**src/rtl/unified_mem_arbiter_pkg.sv**
```systemverilog
// Shared types and constants for the IF/MEM unified memory arbiter.
package unified_mem_arbiter_pkg;

  // Arbiter FSM states; also exported on the debug port.
  typedef enum logic [1:0] {
    ARB_IDLE = 2'd0,
    ARB_IF   = 2'd1,
    ARB_DM   = 2'd2
  } arb_state_e;

  // DMType code for a full 32-bit word access; fetches always use it.
  localparam logic [2:0] DM_WORD = 3'b000;

  // Width of the starvation counter (limit range is 1..15).
  localparam int unsigned STARVE_W = 4;

  // The data side wins unless fetch is also waiting and has lost too many
  // arbitrations in a row.
  function automatic logic dm_wins(input logic                dm_req,
                                   input logic                if_req,
                                   input logic [STARVE_W-1:0] starve_cnt,
                                   input logic [STARVE_W-1:0] starve_limit);
    return dm_req & (~if_req | (starve_cnt < starve_limit));
  endfunction

endpackage

```
**src/rtl/unified_mem_arbiter_wait_timer.sv**
```systemverilog
// Counts cycles spent waiting on the memory and flags the last allowed cycle.
module mem_wait_timer #(
  parameter int unsigned TIMEOUT = 64
) (
  input  logic clk_i,
  input  logic rst_i,
  input  logic clear_i,
  input  logic enable_i,
  output logic expired_o
);

  localparam int unsigned   CW   = (TIMEOUT > 2) ? $clog2(TIMEOUT) : 1;
  localparam logic [CW-1:0] LAST = CW'(TIMEOUT - 1);

  logic [CW-1:0] count_q;
  logic [CW-1:0] count_d;

  // Next count: cleared while idle, saturating increment while waiting.
  always_comb begin
    count_d = count_q;
    if (clear_i) begin
      count_d = '0;
    end else if (enable_i && (count_q != LAST)) begin
      count_d = count_q + 1'b1;
    end
  end

  // Counter register.
  always_ff @(posedge clk_i or posedge rst_i) begin
    if (rst_i) begin
      count_q <= '0;
    end else begin
      count_q <= count_d;
    end
  end

  // Expired during the TIMEOUT-th waiting cycle (count TIMEOUT-1).
  assign expired_o = enable_i & ~clear_i & (count_q == LAST);

endmodule

```
**src/rtl/unified_mem_arbiter.sv**
```systemverilog
// Arbitrates one single-ported variable-latency memory between instruction
// fetch (IF) and load/store (DM). One access in flight at a time.
//
// Handshake: a requester raises *_req with its payload and holds both until
// its *_ready pulses for one cycle. The memory side sees mem_req held high
// with stable mem_* until a one-cycle mem_ack; mem_rdata is valid with it.
module unified_mem_arbiter
  import unified_mem_arbiter_pkg::*;
#(
  parameter int unsigned STARVE_LIMIT = 4,
  parameter int unsigned TIMEOUT      = 64
) (
  input  logic        clk,
  input  logic        reset,
  input  logic        if_req,
  input  logic [31:0] if_addr,
  output logic [31:0] if_rdata,
  output logic        if_ready,
  input  logic        dm_req,
  input  logic        dm_we,
  input  logic [2:0]  dm_type,
  input  logic [31:0] dm_addr,
  input  logic [31:0] dm_wdata,
  output logic [31:0] dm_rdata,
  output logic        dm_ready,
  output logic        stall_if,
  output logic        stall_dm,
  output logic        mem_req,
  output logic        mem_we,
  output logic [2:0]  mem_type,
  output logic [31:0] mem_addr,
  output logic [31:0] mem_wdata,
  input  logic [31:0] mem_rdata,
  input  logic        mem_ack,
  output logic        bus_err,
  output logic [1:0]  dbg_state
);

  localparam logic [STARVE_W-1:0] STARVE_MAX = STARVE_W'(STARVE_LIMIT);

  arb_state_e          state_q, state_d;
  logic                mem_req_q, mem_req_d;
  logic                mem_we_q, mem_we_d;
  logic [2:0]          mem_type_q, mem_type_d;
  logic [31:0]         mem_addr_q, mem_addr_d;
  logic [31:0]         mem_wdata_q, mem_wdata_d;
  logic [STARVE_W-1:0] starve_q, starve_d;
  logic                bus_err_q, bus_err_d;

  logic                busy;
  logic                expired;

  assign busy = (state_q != ARB_IDLE);

  mem_wait_timer #(
    .TIMEOUT (TIMEOUT)
  ) u_timer (
    .clk_i     (clk),
    .rst_i     (reset),
    .clear_i   (~busy),
    .enable_i  (busy),
    .expired_o (expired)
  );

  // Next state, arbitration, mem_* latching and per-requester completion.
  always_comb begin
    state_d     = state_q;
    mem_req_d   = mem_req_q;
    mem_we_d    = mem_we_q;
    mem_type_d  = mem_type_q;
    mem_addr_d  = mem_addr_q;
    mem_wdata_d = mem_wdata_q;
    starve_d    = starve_q;
    bus_err_d   = bus_err_q;
    if_ready    = 1'b0;
    dm_ready    = 1'b0;
    if_rdata    = 32'h0;
    dm_rdata    = 32'h0;

    unique case (state_q)
      ARB_IDLE: begin
        if (dm_wins(dm_req, if_req, starve_q, STARVE_MAX)) begin
          state_d     = ARB_DM;
          mem_req_d   = 1'b1;
          mem_we_d    = dm_we;
          mem_type_d  = dm_type;
          mem_addr_d  = dm_addr;
          mem_wdata_d = dm_wdata;
          // Fetch lost this round; count it toward the forced IF win.
          if (if_req && (starve_q < STARVE_MAX)) begin
            starve_d = starve_q + 1'b1;
          end
        end else if (if_req) begin
          state_d     = ARB_IF;
          mem_req_d   = 1'b1;
          mem_we_d    = 1'b0;
          mem_type_d  = DM_WORD;
          mem_addr_d  = if_addr;
          mem_wdata_d = 32'h0;
          starve_d    = '0;
        end
      end

      ARB_IF, ARB_DM: begin
        // Completion on ack, or abort when the wait timer runs out; the ack
        // takes precedence if both land in the same cycle.
        if (mem_ack || expired) begin
          if (state_q == ARB_IF) begin
            if_ready = 1'b1;
            if_rdata = mem_ack ? mem_rdata : 32'h0;
          end else begin
            dm_ready = 1'b1;
            dm_rdata = (mem_ack && !mem_we_q) ? mem_rdata : 32'h0;
          end
          if (!mem_ack) begin
            bus_err_d = 1'b1;
          end
          state_d   = ARB_IDLE;
          mem_req_d = 1'b0;
        end
      end

      default: begin
        state_d   = ARB_IDLE;
        mem_req_d = 1'b0;
      end
    endcase
  end

  // State and memory-interface registers.
  always_ff @(posedge clk or posedge reset) begin
    if (reset) begin
      state_q     <= ARB_IDLE;
      mem_req_q   <= 1'b0;
      mem_we_q    <= 1'b0;
      mem_type_q  <= 3'b000;
      mem_addr_q  <= 32'h0;
      mem_wdata_q <= 32'h0;
      starve_q    <= '0;
      bus_err_q   <= 1'b0;
    end else begin
      state_q     <= state_d;
      mem_req_q   <= mem_req_d;
      mem_we_q    <= mem_we_d;
      mem_type_q  <= mem_type_d;
      mem_addr_q  <= mem_addr_d;
      mem_wdata_q <= mem_wdata_d;
      starve_q    <= starve_d;
      bus_err_q   <= bus_err_d;
    end
  end

  assign stall_if  = if_req & ~if_ready;
  assign stall_dm  = dm_req & ~dm_ready;
  assign mem_req   = mem_req_q;
  assign mem_we    = mem_we_q;
  assign mem_type  = mem_type_q;
  assign mem_addr  = mem_addr_q;
  assign mem_wdata = mem_wdata_q;
  assign bus_err   = bus_err_q;
  assign dbg_state = state_q;

endmodule

```
**config.mk**
```make
export PLATFORM = sky130hd
export DESIGN_NAME = unified_mem_arbiter
export DESIGN_NICKNAME = d
export VERILOG_FILES = /design/src/rtl/unified_mem_arbiter_pkg.sv /design/src/rtl/unified_mem_arbiter_wait_timer.sv /design/src/rtl/unified_mem_arbiter.sv
export SDC_FILE = /design/constraint.sdc
export NUM_CORES = 1
export LEC_CHECK = 0
export BUFFER_PORTS_ARGS = -buffer_cell sky130_fd_sc_hd__buf_2
export CAP_MARGIN = 5
export CORE_AREA = 3 3 107 109
export DETAILED_ROUTE_END_ITERATION = 10
export DIE_AREA = 0 0 110 112
export PLACE_DENSITY = 0.76
export REMOVE_ABC_BUFFERS = 1
export SYNTH_ARGS = -nofsm -noshare
export SYNTH_HDL_FRONTEND = slang
export SYNTH_SLANG_ARGS = --single-unit
```
**constraint.sdc**
```tcl
create_clock -name clk -period 2.6 [get_ports clk]
set_clock_uncertainty 0.1 [all_clocks]
set_input_delay 0.13 -clock clk [delete_from_list [all_inputs] [get_ports clk]]
set_output_delay 0.13 -clock clk [all_outputs]
set_load 0.005 [all_outputs]
```
==> qor.yml <==
vdd_ir_drop_max_uv: 589
crit_chain: "inv_1 -> ha_2 -> o21a_4 -> buf_4 -> nand2_1 -> o211ai_1 -> dlygate4sd3_1"
synthXorXnorAreaFrac: 0.00411
path_class: "reg2reg"
max_freq_ghz: 0.415
setup_viol: 0
syn_inst: 491
worst_pin_slew_ns: 0.749
cts.clk_slew.worst_paths_ns: 0.09
die_h_um: 112
synth_top_family_by_area: "simple AND/OR/NAND/NOR gates"
fin_crit_ns: 2.41
hold_buffers: 101
drt-initial-drc-count: 327
synth_fa_ha_area_frac: 0.0117
io_pins: 277
synth_mux_area_frac: 0
num_vias: 5161
port_buffers: 276
path_delay_family: "buffers and inverters"
rsz0062_at_grt: "no"
synthSimpleGateAreaFrac: 0.303
route.met2.wl_um: 8150
ys_seq_elements: 82
cts_tree: "done"
syn_area_um2: 4270
cap_viol_max_count: 0
firstDrtPassIters: 4
clkSinkCount: 82
crit_fanout: 22
fill_cells: 782
wl_met3_um: 1620
top_layer: "met4"
fin_util: 0.648
gp_congestion: 0.876
path_buf_inv: 3
ys_seq_area_frac: 0.481
grt_max_degree: 45
status: "finished clean"
maxSlewHeadroom: 0.499
finalHoldViolations: 0
drt-met1-wl_um: 6150
synth.avg_cell_area_um2: 8.69
cts_buffers: 9
synth_compound_area_frac: 0.143
ys_types: 39
cts_root_buf: "clkbuf_8"
post-cts-setup-buffers: 0
start_util: 0.399
yosys_warnings: 0
drt-total-wl_um: 16600
drive_above_1_share: 0.363
hold_path.class: "in2reg"
antenna_found_initial: 1
drc: 0
p_leak_nw: 3.61
area_delta_synth_final_pct: 62.4
rows: 38
worst_ep_arrival_time_ns: 2.61
wl_per_cell_um: 16.6
postRouteAntennaNets: 0
fin_crit_sh: 0.926
viasPerCell: 5.17
die_x_um: 110
max_stage_delay_ns: 0.58
p_per_area_nw_per_um2: 939
grt_pass1_vias: 5395
coreArea_um2: 10700
dp_slack_ns: 0.666
clockBufferDepth: 2
post_cts_resized: 0
nets: 993
worst_slack_ns: 0.191
hpwl_um: 10600
slew_violations: 0
cts_max_level: 3
clk_latency_ns: 0.35
worstPathRequired_ns: 2.80
die-area_um2: 12300
start_kind: "flip-flop"
grt_usage: 0.271
endpoint_kind: "flip-flop"
grt_overflow: 0
critPathSlowestCell: "dlygate4sd3_1"
grt_pass1_wl_um: 26300
[state kept, by name, indices dropped and copies added, names as in the netlist]
register / count
starve_q: 4
mem_type: 3
bus_err: 1
mem_we: 1
mem_wdata: 32
mem_req: 1
mem_addr: 32
dbg_state: 2
u_timer.count_q: 6
[path summary, 6_finish.rpt]
path                                          start                   endpoint  slack [ns]  cells past startpoint
max                        dbg_state[0]$_DFFE_PP0P_   mem_addr[22]$_DFFE_PP0P_        0.19                      7
min in group asynchronous                     reset  mem_wdata[17]$_DFFE_PP0P_        0.32                      3
min                                         mem_ack   dbg_state[0]$_DFFE_PP0P_         0.1                      4
max reg2reg                dbg_state[0]$_DFFE_PP0P_   mem_addr[22]$_DFFE_PP0P_        0.19                      7
min reg2reg                mem_wdata[4]$_DFFE_PP0P_   mem_wdata[4]$_DFFE_PP0P_        0.39                      2
max in group asynchronous                     reset  mem_wdata[19]$_DFFE_PP0P_        1.31                      4
[cell families after synthesis]
kind of cell,after synthesis
simple gates,264
compound gates,94
flops,82
buf+inv,45
fa+ha+maj,4
xor+xnor,2
[worst reg2reg max path: cells and delay by family, from the launching register on]
family | cells | cell delay [ns]
simple gates | 1 | 0.09
buf+inv | 3 | 0.99
fa+ha+maj | 1 | 0.27
flops | 1 | 0.43
compound gates | 2 | 0.47
[synthesized netlist by cell type, drive strengths merged]
library cell / number / share of area
o211ai: 33 / 0.058
o21bai: 1 / 0.0018
and3: 2 / 0.0029
nor2b: 2 / 0.0029
dfrtp: 82 / 0.48
a21oi: 3 / 0.0035
a22oi: 1 / 0.0018
a32oi: 1 / 0.0021
o21ai: 45 / 0.056
a21boi: 4 / 0.0070
o22ai: 1 / 0.0015
a211oi: 1 / 0.0018
or3b: 1 / 0.0021
nand2b: 3 / 0.0044
ha: 4 / 0.012
nand4: 35 / 0.051
and4: 1 / 0.0021
clkbuf: 11 / 0.0097
nor3: 3 / 0.0035
a31oi: 2 / 0.0029
buf: 29 / 0.044
xnor2: 2 / 0.0041
nand2: 143 / 0.13
nor4: 1 / 0.0015
and3b: 1 / 0.0021
a41o: 1 / 0.0023
nor2: 1 / 0.00088
inv: 5 / 0.0044
o21a: 1 / 0.0035
nand3: 4 / 0.0047
and2: 67 / 0.098
[final cells by class]
cell class                 instances  area, um2  area share
clock inverter                     6       48.8     0.00704
sequential                        82       2050       0.296
tap                              140        175      0.0253
inverter                           5       20.0     0.00289
multi-input combinational        364       1980       0.285
antenna                            1       2.50    0.000361
clock buffer                      10        138      0.0199
timing repair buffer             390       2510       0.363
[cells in the final DEF (no fill, tap or decap), drive strengths merged]
master	instances
nand2b	3
nor2	1
nand3	4
a21boi	4
clkinvlp	2
and3b	1
clkinv	2
inv	7
o22ai	1
a32oi	1
a41o	1
nor4	1
and2	67
nor2b	2
nand4	35
and4	1
buf	289
clkbuf	10
o211ai	33
o21ai	45
xnor2	2
or3b	1
nand2	143
ha	4
o21bai	1
nor3	3
o21a	1
a21oi	3
a31oi	2
dlygate4sd3	101
and3	2
diode	1
dfrtp	82
a22oi	1
a211oi	1
[where the power goes]
group          switching, W  leakage (nW)  internal (W)
logic               0.00175          2.47       0.00166
clock network      0.000504        0.0912      0.000385
registers          0.000360          1.04       0.00184
total               0.00262          3.61       0.00388
[stage by stage]
stage | hold WS [ns] | setup TNS, ns | cells | total power [W] | area [um2]
6_report | 0.0993 | 0 | 998 | 0.00650 | 6930
5_1_grt | 0.0983 | 0 | 998 | 0.00702 | 6930
4_1_cts | 0.0828 | 0 | 997 | 0.00640 | 6930
3_5_place_dp | 0.189 | 0 | 880 | 0.00500 | 5730
3_3_place_gp | 0.182 | 0 | 880 | 0.00488 | 5730
2_1_floorplan | 0.134 | -8.08 | 451 | 0.00356 | 4040
[layer usage]
metal	up-vias	global-route usage
li1	2389	-
met1	2411	0.308
met2	298	0.444
met3	63	0.0870
met4	0	0.153
met5	-	0
Note: power is estimated with default switching activity, not from simulation.
